**config.mk**
```make
export PLATFORM = sky130hd
export DESIGN_NAME = rename_arbiter_flat
export DESIGN_NICKNAME = d
export VERILOG_FILES = /design/src/rtl/rename_arbiter_if.sv /design/src/rtl/rename_arbiter.sv /design/src/flat_wrapper.sv
export SDC_FILE = /design/constraint.sdc
export NUM_CORES = 1
export LEC_CHECK = 0
export CAP_MARGIN = 10
export CORE_MARGIN = 5
export CORE_UTILIZATION = 25
export DETAILED_ROUTE_END_ITERATION = 8
export HOLD_SLACK_MARGIN = 0.1
export PLACE_DENSITY = 0.56
export SKIP_CTS_REPAIR_TIMING = 1
export SLEW_MARGIN = 20
export SYNTH_ARGS = -nofsm -noshare
export SYNTH_HDL_FRONTEND = slang
export SYNTH_SLANG_ARGS = --single-unit
export TNS_END_PERCENT = 1
```
**constraint.sdc**
```tcl
create_clock -name clk -period 2.42 [get_ports clk]
set_input_delay 0.363 -clock clk [delete_from_list [all_inputs] [get_ports clk]]
set_output_delay 0.363 -clock clk [all_outputs]
set_load 0.02 [all_outputs]
```
**src/rtl/rename_arbiter_if.sv**
```systemverilog
// Handshake bundle between decode/ROB-retire, the rename arbiter and the rename unit.
// The slave modport is the arbiter's view; master is the surrounding environment.
interface rename_arbiter_if;
  logic       dec_valid;
  logic       dec_ready;
  logic [4:0] dec_rs1;
  logic [4:0] dec_rs2;
  logic [4:0] dec_rd;

  logic       ret_valid;
  logic       ret_ready;
  logic [5:0] ret_phys_reg;

  logic       rn_issue_valid;
  logic       rn_retire_valid;
  logic [4:0] rn_rs1;
  logic [4:0] rn_rs2;
  logic [4:0] rn_rd;
  logic [5:0] rn_retire_phys_reg;
  logic       rn_rename_valid;

  logic       stall;

  modport master (
    output dec_valid, dec_rs1, dec_rs2, dec_rd,
    output ret_valid, ret_phys_reg,
    output rn_rename_valid,
    input  dec_ready, ret_ready,
    input  rn_issue_valid, rn_retire_valid, rn_rs1, rn_rs2, rn_rd, rn_retire_phys_reg,
    input  stall
  );

  modport slave (
    input  dec_valid, dec_rs1, dec_rs2, dec_rd,
    input  ret_valid, ret_phys_reg,
    input  rn_rename_valid,
    output dec_ready, ret_ready,
    output rn_issue_valid, rn_retire_valid, rn_rs1, rn_rs2, rn_rd, rn_retire_phys_reg,
    output stall
  );
endinterface

```
**src/rtl/rename_arbiter.sv**
```systemverilog
// Rename sequencer: one-entry decode slot plus retire FIFO, granting ISSUE xor RETIRE each cycle.
// Define RENAME_ARB_PERF_EN to add the perf_issue_cnt_o / perf_stall_cnt_o counters.
module rename_arbiter #(
  parameter int unsigned RET_DEPTH        = 4,
  parameter int unsigned MAX_ISSUE_STREAK = 3
) (
  input  logic               clk,
  input  logic               reset_n,
  rename_arbiter_if.slave    bus
`ifdef RENAME_ARB_PERF_EN
  ,
  output logic [31:0]        perf_issue_cnt_o,
  output logic [31:0]        perf_stall_cnt_o
`endif
);

  localparam int unsigned PtrW    = (RET_DEPTH > 1) ? $clog2(RET_DEPTH) : 1;
  localparam int unsigned CntW    = $clog2(RET_DEPTH + 1);
  localparam int unsigned StreakW = (MAX_ISSUE_STREAK > 0) ? $clog2(MAX_ISSUE_STREAK + 1) : 1;

  typedef enum logic [1:0] {StIdle, StIssue, StRetire, StStall} state_e;

  state_e               state_q, state_d;
  logic                 slot_valid_q, slot_valid_d;
  logic [4:0]           slot_rs1_q, slot_rs2_q, slot_rd_q;
  logic [5:0]           fifo_mem_q [RET_DEPTH];
  logic [PtrW-1:0]      rd_ptr_q, wr_ptr_q;
  logic [CntW-1:0]      count_q, count_d;
  logic [5:0]           ret_head_q, head_val;
  logic [StreakW-1:0]   streak_q, streak_d;
  logic                 stall_q, stall_d;

  logic in_issue, in_retire, issue_ok, issue_fail;
  logic dec_hs, push, pop, fifo_avail;

  assign in_issue   = (state_q == StIssue);
  assign in_retire  = (state_q == StRetire);
  assign issue_ok   = in_issue & bus.rn_rename_valid;
  assign issue_fail = in_issue & ~bus.rn_rename_valid;

  assign bus.dec_ready = ~slot_valid_q | issue_ok;
  assign bus.ret_ready = (count_q != CntW'(RET_DEPTH));

  assign dec_hs = bus.dec_valid & bus.dec_ready;
  assign push   = bus.ret_valid & bus.ret_ready;

  // A push into an empty FIFO can be granted at the same edge, so bypass the head.
  assign fifo_avail = (count_q != '0) | push;
  assign head_val   = (count_q == '0) ? bus.ret_phys_reg : fifo_mem_q[rd_ptr_q];

  assign slot_valid_d = dec_hs | (slot_valid_q & ~issue_ok);
  assign stall_d      = issue_fail | (stall_q & ~in_retire);

  always_comb begin
    state_d = StIdle;
    if (stall_d) begin
      state_d = fifo_avail ? StRetire : StStall;
    end else if (fifo_avail &&
                 (!slot_valid_d || streak_q == StreakW'(MAX_ISSUE_STREAK))) begin
      state_d = StRetire;
    end else if (slot_valid_d) begin
      state_d = StIssue;
    end
  end

  assign pop = (state_d == StRetire);

  always_comb begin
    count_d = count_q;
    if (push && !pop) begin
      count_d = count_q + 1'b1;
    end else if (pop && !push) begin
      count_d = count_q - 1'b1;
    end
  end

  always_comb begin
    streak_d = streak_q;
    if (pop) begin
      streak_d = '0;
    end else if (state_d == StIssue && streak_q != StreakW'(MAX_ISSUE_STREAK)) begin
      streak_d = streak_q + 1'b1;
    end
  end

  always_ff @(posedge clk or negedge reset_n) begin
    if (!reset_n) begin
      state_q      <= StIdle;
      slot_valid_q <= 1'b0;
      slot_rs1_q   <= '0;
      slot_rs2_q   <= '0;
      slot_rd_q    <= '0;
      rd_ptr_q     <= '0;
      wr_ptr_q     <= '0;
      count_q      <= '0;
      ret_head_q   <= '0;
      streak_q     <= '0;
      stall_q      <= 1'b0;
      for (int unsigned i = 0; i < RET_DEPTH; i++) begin
        fifo_mem_q[i] <= '0;
      end
    end else begin
      state_q      <= state_d;
      slot_valid_q <= slot_valid_d;
      count_q      <= count_d;
      streak_q     <= streak_d;
      stall_q      <= stall_d;
      if (dec_hs) begin
        slot_rs1_q <= bus.dec_rs1;
        slot_rs2_q <= bus.dec_rs2;
        slot_rd_q  <= bus.dec_rd;
      end
      if (push) begin
        fifo_mem_q[wr_ptr_q] <= bus.ret_phys_reg;
        wr_ptr_q             <= wr_ptr_q + 1'b1;
      end
      if (pop) begin
        ret_head_q <= head_val;
        rd_ptr_q   <= rd_ptr_q + 1'b1;
      end
    end
  end

  assign bus.rn_issue_valid     = in_issue;
  assign bus.rn_retire_valid    = in_retire;
  assign bus.rn_rs1             = in_issue ? slot_rs1_q : '0;
  assign bus.rn_rs2             = in_issue ? slot_rs2_q : '0;
  assign bus.rn_rd              = in_issue ? slot_rd_q : '0;
  assign bus.rn_retire_phys_reg = in_retire ? ret_head_q : '0;
  assign bus.stall              = stall_q;

`ifdef RENAME_ARB_PERF_EN
  logic [31:0] perf_issue_q, perf_stall_q;

  always_ff @(posedge clk or negedge reset_n) begin
    if (!reset_n) begin
      perf_issue_q <= '0;
      perf_stall_q <= '0;
    end else begin
      if (issue_ok) perf_issue_q <= perf_issue_q + 32'd1;
      if (stall_q)  perf_stall_q <= perf_stall_q + 32'd1;
    end
  end

  assign perf_issue_cnt_o = perf_issue_q;
  assign perf_stall_cnt_o = perf_stall_q;
`endif

endmodule

```
**src/flat_wrapper.sv**
```systemverilog
// flat-port wrapper written by rule: the top's interface ports become plain ports
module rename_arbiter_flat 
#(
  parameter int unsigned RET_DEPTH        = 4,
  parameter int unsigned MAX_ISSUE_STREAK = 3
)
  (clk, reset_n, bus_dec_valid, bus_dec_rs1, bus_dec_rs2, bus_dec_rd, bus_ret_valid, bus_ret_phys_reg, bus_rn_rename_valid, bus_dec_ready, bus_ret_ready, bus_rn_issue_valid, bus_rn_retire_valid, bus_rn_rs1, bus_rn_rs2, bus_rn_rd, bus_rn_retire_phys_reg, bus_stall);
  rename_arbiter_if bus_i ();
  input  logic clk;
  input  logic reset_n;
  input wire logic [$bits(bus_i.dec_valid)-1:0] bus_dec_valid;
  input wire logic [$bits(bus_i.dec_rs1)-1:0] bus_dec_rs1;
  input wire logic [$bits(bus_i.dec_rs2)-1:0] bus_dec_rs2;
  input wire logic [$bits(bus_i.dec_rd)-1:0] bus_dec_rd;
  input wire logic [$bits(bus_i.ret_valid)-1:0] bus_ret_valid;
  input wire logic [$bits(bus_i.ret_phys_reg)-1:0] bus_ret_phys_reg;
  input wire logic [$bits(bus_i.rn_rename_valid)-1:0] bus_rn_rename_valid;
  output wire logic [$bits(bus_i.dec_ready)-1:0] bus_dec_ready;
  output wire logic [$bits(bus_i.ret_ready)-1:0] bus_ret_ready;
  output wire logic [$bits(bus_i.rn_issue_valid)-1:0] bus_rn_issue_valid;
  output wire logic [$bits(bus_i.rn_retire_valid)-1:0] bus_rn_retire_valid;
  output wire logic [$bits(bus_i.rn_rs1)-1:0] bus_rn_rs1;
  output wire logic [$bits(bus_i.rn_rs2)-1:0] bus_rn_rs2;
  output wire logic [$bits(bus_i.rn_rd)-1:0] bus_rn_rd;
  output wire logic [$bits(bus_i.rn_retire_phys_reg)-1:0] bus_rn_retire_phys_reg;
  output wire logic [$bits(bus_i.stall)-1:0] bus_stall;
  assign bus_i.dec_valid = bus_dec_valid;
  assign bus_i.dec_rs1 = bus_dec_rs1;
  assign bus_i.dec_rs2 = bus_dec_rs2;
  assign bus_i.dec_rd = bus_dec_rd;
  assign bus_i.ret_valid = bus_ret_valid;
  assign bus_i.ret_phys_reg = bus_ret_phys_reg;
  assign bus_i.rn_rename_valid = bus_rn_rename_valid;
  assign bus_dec_ready = bus_i.dec_ready;
  assign bus_ret_ready = bus_i.ret_ready;
  assign bus_rn_issue_valid = bus_i.rn_issue_valid;
  assign bus_rn_retire_valid = bus_i.rn_retire_valid;
  assign bus_rn_rs1 = bus_i.rn_rs1;
  assign bus_rn_rs2 = bus_i.rn_rs2;
  assign bus_rn_rd = bus_i.rn_rd;
  assign bus_rn_retire_phys_reg = bus_i.rn_retire_phys_reg;
  assign bus_stall = bus_i.stall;
  rename_arbiter #(.RET_DEPTH(RET_DEPTH), .MAX_ISSUE_STREAK(MAX_ISSUE_STREAK)) u_core (.clk(clk), .reset_n(reset_n), .bus(bus_i));
endmodule
```
==> results.md <==
Floorplan:
- After floorplanning, the core was sized to cover 11400 sq um.
- During I/O placement, the number of pins put on the boundary was 52.
- The floorplan step set the die width to 118 microns.
- The initial core utilization is 25.5%.
- The die covers 13900 sq um.
- The y dimension of the die is 118 microns.
- In this run the core area contains 39 standard-cell rows.

Detailed routing:
- The routed length on met3 is 324 microns.
- After detailed routing, the wire length on met1 is 2.97 mm.
- The final routed wire length divided by cell count is 14.4 microns.
- The uppermost layer routed is met4.
- The pre-antenna-repair detailed-routing pass consisted of 4 iterations.
- The remaining routing DRC violations is 0.
- Summing over every cut layer, the via total after detailed routing is 1727.
- The final wirelength is 5.92 mm.
- After detailed routing, the number of vias per cell comes to 4.19.
- The starting DRC count in detailed routing is 52.
- Summed over all nets, wire length on met2 after detailed routing comes to 2.55 mm.
- In this run the remaining antenna-violating nets after routing total 0.

Pwr:
- VDD sags by at most 0.571 mV.
- The sum of internal, switching and leakage power is 5.73 mW.
- The share of power burned in the clock network is 19.4%.
- The internal power component is 3.88 mW.
- The net load switching power is 1.85 mW.
- The switching power as a share of total power is 32.3%.
- The reported leakage power is 1.75 nW.
- Sequential cells account for 32.2% of the total power.
- The power share of the combinational group is 48.4%.
- Power spread over the standard cell area amounts to 1460 nW/um^2.

STA:
- The final setup violation count is 0.
- On the final layout, the worst clock skew is 0.00459 ns.
- The number of max-slew violations in the final report came to 0.
- Across all setup checks in the final design, the least slack found is 0.150 ns.
- The total negative slack for setup checks is 0 ns.
- The minimum clock period is 2.27 ns.
- The maximum achievable frequency is 0.440 GHz.
- The smallest hold slack is 0.205 ns.
- The slew at the pin closest to its max-slew limit is 0.751 ns.
- Setup repair after global routing left no endpoint under its margin.
- In this run the tightest slew margin relative to its limit is 49.9%.
- In the finished design, the share of the clock period the worst path needs comes to 93.8%.
- The count of endpoints failing hold in the final timing report was 0.

Status:
- The flow ran to the end, and the final reports show no timing, DRC or antenna violations.

Placement:
- Timing analysis after detailed placement gives a worst setup slack of -0.181 ns.
- The number of buffers added on ports is 51.
- The congestion estimate from routability-driven global placement came to 0.739.
- The HPWL after detailed placement is 4.03 mm.

Worst setup path:
- The worst setup path is launched from an input pin.
- In this run the worst path has a maximum fanout of 2.
- Data arrives at the worst endpoint at 2.51 ns.
- Data on the critical path is required at its endpoint by 2.66 ns.
- The worst setup path is captured at a flip-flop.
- The path type of the worst setup path is in2reg.

Yosys:
- The number of nets in the synthesized netlist is 228.
- In the synthesized netlist, the number of instances is 195.
- The count of cell types in the netlist is 35.
- The total of warnings raised by yosys is 0.
- The synthesized cell area is 2910 sq um.
- Of the synthesized area, sequential elements account for 49.8%.
- A synthesized cell averages 14.9 sq um.
- The number of synthesized register bits is 58.

Layout:
- Registers take 1450 sq um.
- The diode insertion count for antenna repair is 0.
- For this run, the post-layout net count is 299.
- Compared with the post-synthesis result, the final layout area differs by 34.9%.
- The ratio of cells with drive above 1 in the final layout is 36.8%.
- The filler cell count is 1133.
- The most common library cell in the layout ignoring fill and taps is sky130_fd_sc_hd__dfrtp_1.
- The library cells used most frequently in the layout, excluding fill and tap cells, are 58 x sky130_fd_sc_hd__dfrtp_1, 50 x sky130_fd_sc_hd__clkdlybuf4s50_1, 30 x sky130_fd_sc_hd__mux2_4.
- In the final layout, the multi-input gates occupy 1410 sq um.

Clock tree:
- The clock tree from TritonCTS is done.
- The maximum count of clock buffers along a single path is 2.
- The number of buffers inserted during clock tree synthesis is 9.
- For the worst-skew pair, the clock arrives at the later sink with an insertion delay of 0.32 ns.
- The total number of H-tree levels is 3.
- The master cell of the clock root buffer is sky130_fd_sc_hd__clkbuf_16.
- The clock transition at the register clock pins on the worst setup and hold paths after CTS is 0.05 ns.
- Clock tree synthesis found a total of 58 sinks.

Global route:
- The global-route total usage across every layer is 9.11%.
- The number of global-route vias before repair is 1860.
- The number of antenna violations at the first check in global routing is 0.
- For this run the aggregate overflow at the end of global routing stands at 0.
- The first global-routing pass estimated 10.1 mm of wire.
- The pin count of the biggest net entering global routing is 59.

Hold path:
- In this run the worst hold path is classified as in2async.

Flow run:
- The max-capacitance violation count is 0.
==> state kept, by name (all words and copies together) (netlist names) <==
| register | cells |
|---|---|
| u_core.fifo_mem_q | 24 |
| u_core.ret_head_q | 6 |
| u_core.slot_rd_q | 5 |
| u_core.slot_rs1_q | 5 |
| u_core.slot_rs2_q | 5 |
| u_core.count_q | 3 |
| u_core.rd_ptr_q | 2 |
| u_core.state_q | 2 |
| u_core.streak_q | 2 |
| u_core.wr_ptr_q | 2 |
| u_core.bus.stall | 1 |
| u_core.slot_valid_q | 1 |
==> metrics by stage <==
step	util, %	instance area, sq um	std cells
floorplan	-	2910	195
global placement	32.1	3670	398
detailed placement	32.1	3670	398
CTS	34.4	3930	412
global route	34.4	3930	412
finish	34.4	3930	412
==> kinds of logic after synthesis <==
| group | synth area share, % |
|---|---|
| muxes | 29.0 |
| DFF | 49.8 |
| and+or+nand+nor | 10.3 |
| buffers and inverters | 2.02 |
| AOI/OAI and AO/OA | 3.82 |
| adders and majority gates | 3.26 |
| xor gates and xnor gates | 1.80 |
==> worst paths after layout <==
path                                           end  depth (start not counted)  slack, ns                start
worst min register to register  u_core.streak_q[0]                          1       0.49   u_core.streak_q[0]
worst max-delay path             u_core.count_q[2]                         11       0.15  bus_rn_rename_valid
worst min-delay path            u_core.wr_ptr_q[0]                          2       0.20              reset_n
min in group clk                u_core.streak_q[0]                          1       0.49   u_core.streak_q[0]
max in group asynchronous       u_core.rd_ptr_q[0]                          2       1.73              reset_n
worst max register to register   u_core.count_q[2]                         10       0.16    u_core.state_q[0]
==> area by class of cell <==
cell class,instances,share of cell area [%]
tap,143,4.55
inverter,6,0.573
timing repair buffer,65,15.5
multi-input combinational,126,35.8
sequential,58,36.9
clock inverter,3,0.446
clock buffer,11,6.18
==> worst max-delay path, stage by stage <==
cell and delay (ns):
sky130_fd_sc_hd__clkdlybuf4s50_1 0.49, sky130_fd_sc_hd__inv_1 0.08, sky130_fd_sc_hd__a2111oi_4 0.38, sky130_fd_sc_hd__a21oi_4 0.09
sky130_fd_sc_hd__inv_1 0.06, sky130_fd_sc_hd__ha_1 0.15, sky130_fd_sc_hd__inv_1 0.06, sky130_fd_sc_hd__fa_1 0.43
sky130_fd_sc_hd__xor2_1 0.15, sky130_fd_sc_hd__nor2_1 0.11, sky130_fd_sc_hd__xor2_1 0.14
==> synthesized netlist by cell type <==
| cell | n | area share [%] |
|---|---|---|
| sky130_fd_sc_hd__a2111oi_4 | 1 | 0.95 |
| sky130_fd_sc_hd__a211o_1 | 1 | 0.30 |
| sky130_fd_sc_hd__a21boi_4 | 1 | 0.64 |
| sky130_fd_sc_hd__a21oi_1 | 1 | 0.17 |
| sky130_fd_sc_hd__a21oi_2 | 1 | 0.30 |
| sky130_fd_sc_hd__a21oi_4 | 1 | 0.56 |
| sky130_fd_sc_hd__and2_1 | 23 | 4.9 |
| sky130_fd_sc_hd__buf_1 | 1 | 0.13 |
| sky130_fd_sc_hd__buf_2 | 2 | 0.34 |
| sky130_fd_sc_hd__buf_6 | 2 | 0.77 |
| sky130_fd_sc_hd__dfrtp_1 | 58 | 50 |
| sky130_fd_sc_hd__fa_1 | 1 | 0.69 |
| sky130_fd_sc_hd__ha_1 | 6 | 2.6 |
| sky130_fd_sc_hd__inv_1 | 5 | 0.64 |
| sky130_fd_sc_hd__inv_2 | 1 | 0.13 |
| sky130_fd_sc_hd__mux2_2 | 22 | 8.5 |
| sky130_fd_sc_hd__mux2_4 | 30 | 15 |
| sky130_fd_sc_hd__mux2i_1 | 1 | 0.34 |
| sky130_fd_sc_hd__mux4_2 | 6 | 4.6 |
| sky130_fd_sc_hd__nand2_1 | 5 | 0.64 |
| sky130_fd_sc_hd__nand2_4 | 4 | 1.5 |
| sky130_fd_sc_hd__nand2b_1 | 1 | 0.21 |
| sky130_fd_sc_hd__nand3_1 | 1 | 0.17 |
| sky130_fd_sc_hd__nand3b_1 | 1 | 0.26 |
| sky130_fd_sc_hd__nor2_1 | 3 | 0.39 |
| sky130_fd_sc_hd__nor2b_1 | 2 | 0.43 |
| sky130_fd_sc_hd__nor2b_4 | 1 | 0.47 |
| sky130_fd_sc_hd__nor3_1 | 1 | 0.17 |
| sky130_fd_sc_hd__nor3_2 | 1 | 0.34 |
| sky130_fd_sc_hd__nor4_4 | 1 | 0.73 |
| sky130_fd_sc_hd__o21ai_0 | 2 | 0.34 |
| sky130_fd_sc_hd__o21bai_1 | 1 | 0.26 |
| sky130_fd_sc_hd__o22a_1 | 1 | 0.30 |
| sky130_fd_sc_hd__xnor2_1 | 2 | 0.60 |
| sky130_fd_sc_hd__xor2_1 | 4 | 1.2 |
==> per-layer routing <==
metal | vias up | track usage [%]
met5 | - | 0
met4 | 0 | 3.23
met3 | 8 | 3.46
met2 | 48 | 13.4
met1 | 843 | 12.2
li1 | 828 | -
==> power by group through the flow <==
stage | clock network, mW | logic (mW) | registers (mW)
finish | 1.11 | 2.77 | 1.85
global route | 1.19 | 3.00 | 1.93
CTS | 1.16 | 2.81 | 1.85
detailed placement | 0 | 2.79 | 1.86
global placement | 0 | 2.75 | 1.84
floorplan | 0 | 2.08 | 1.73
Power figures use the tool's default switching activity.
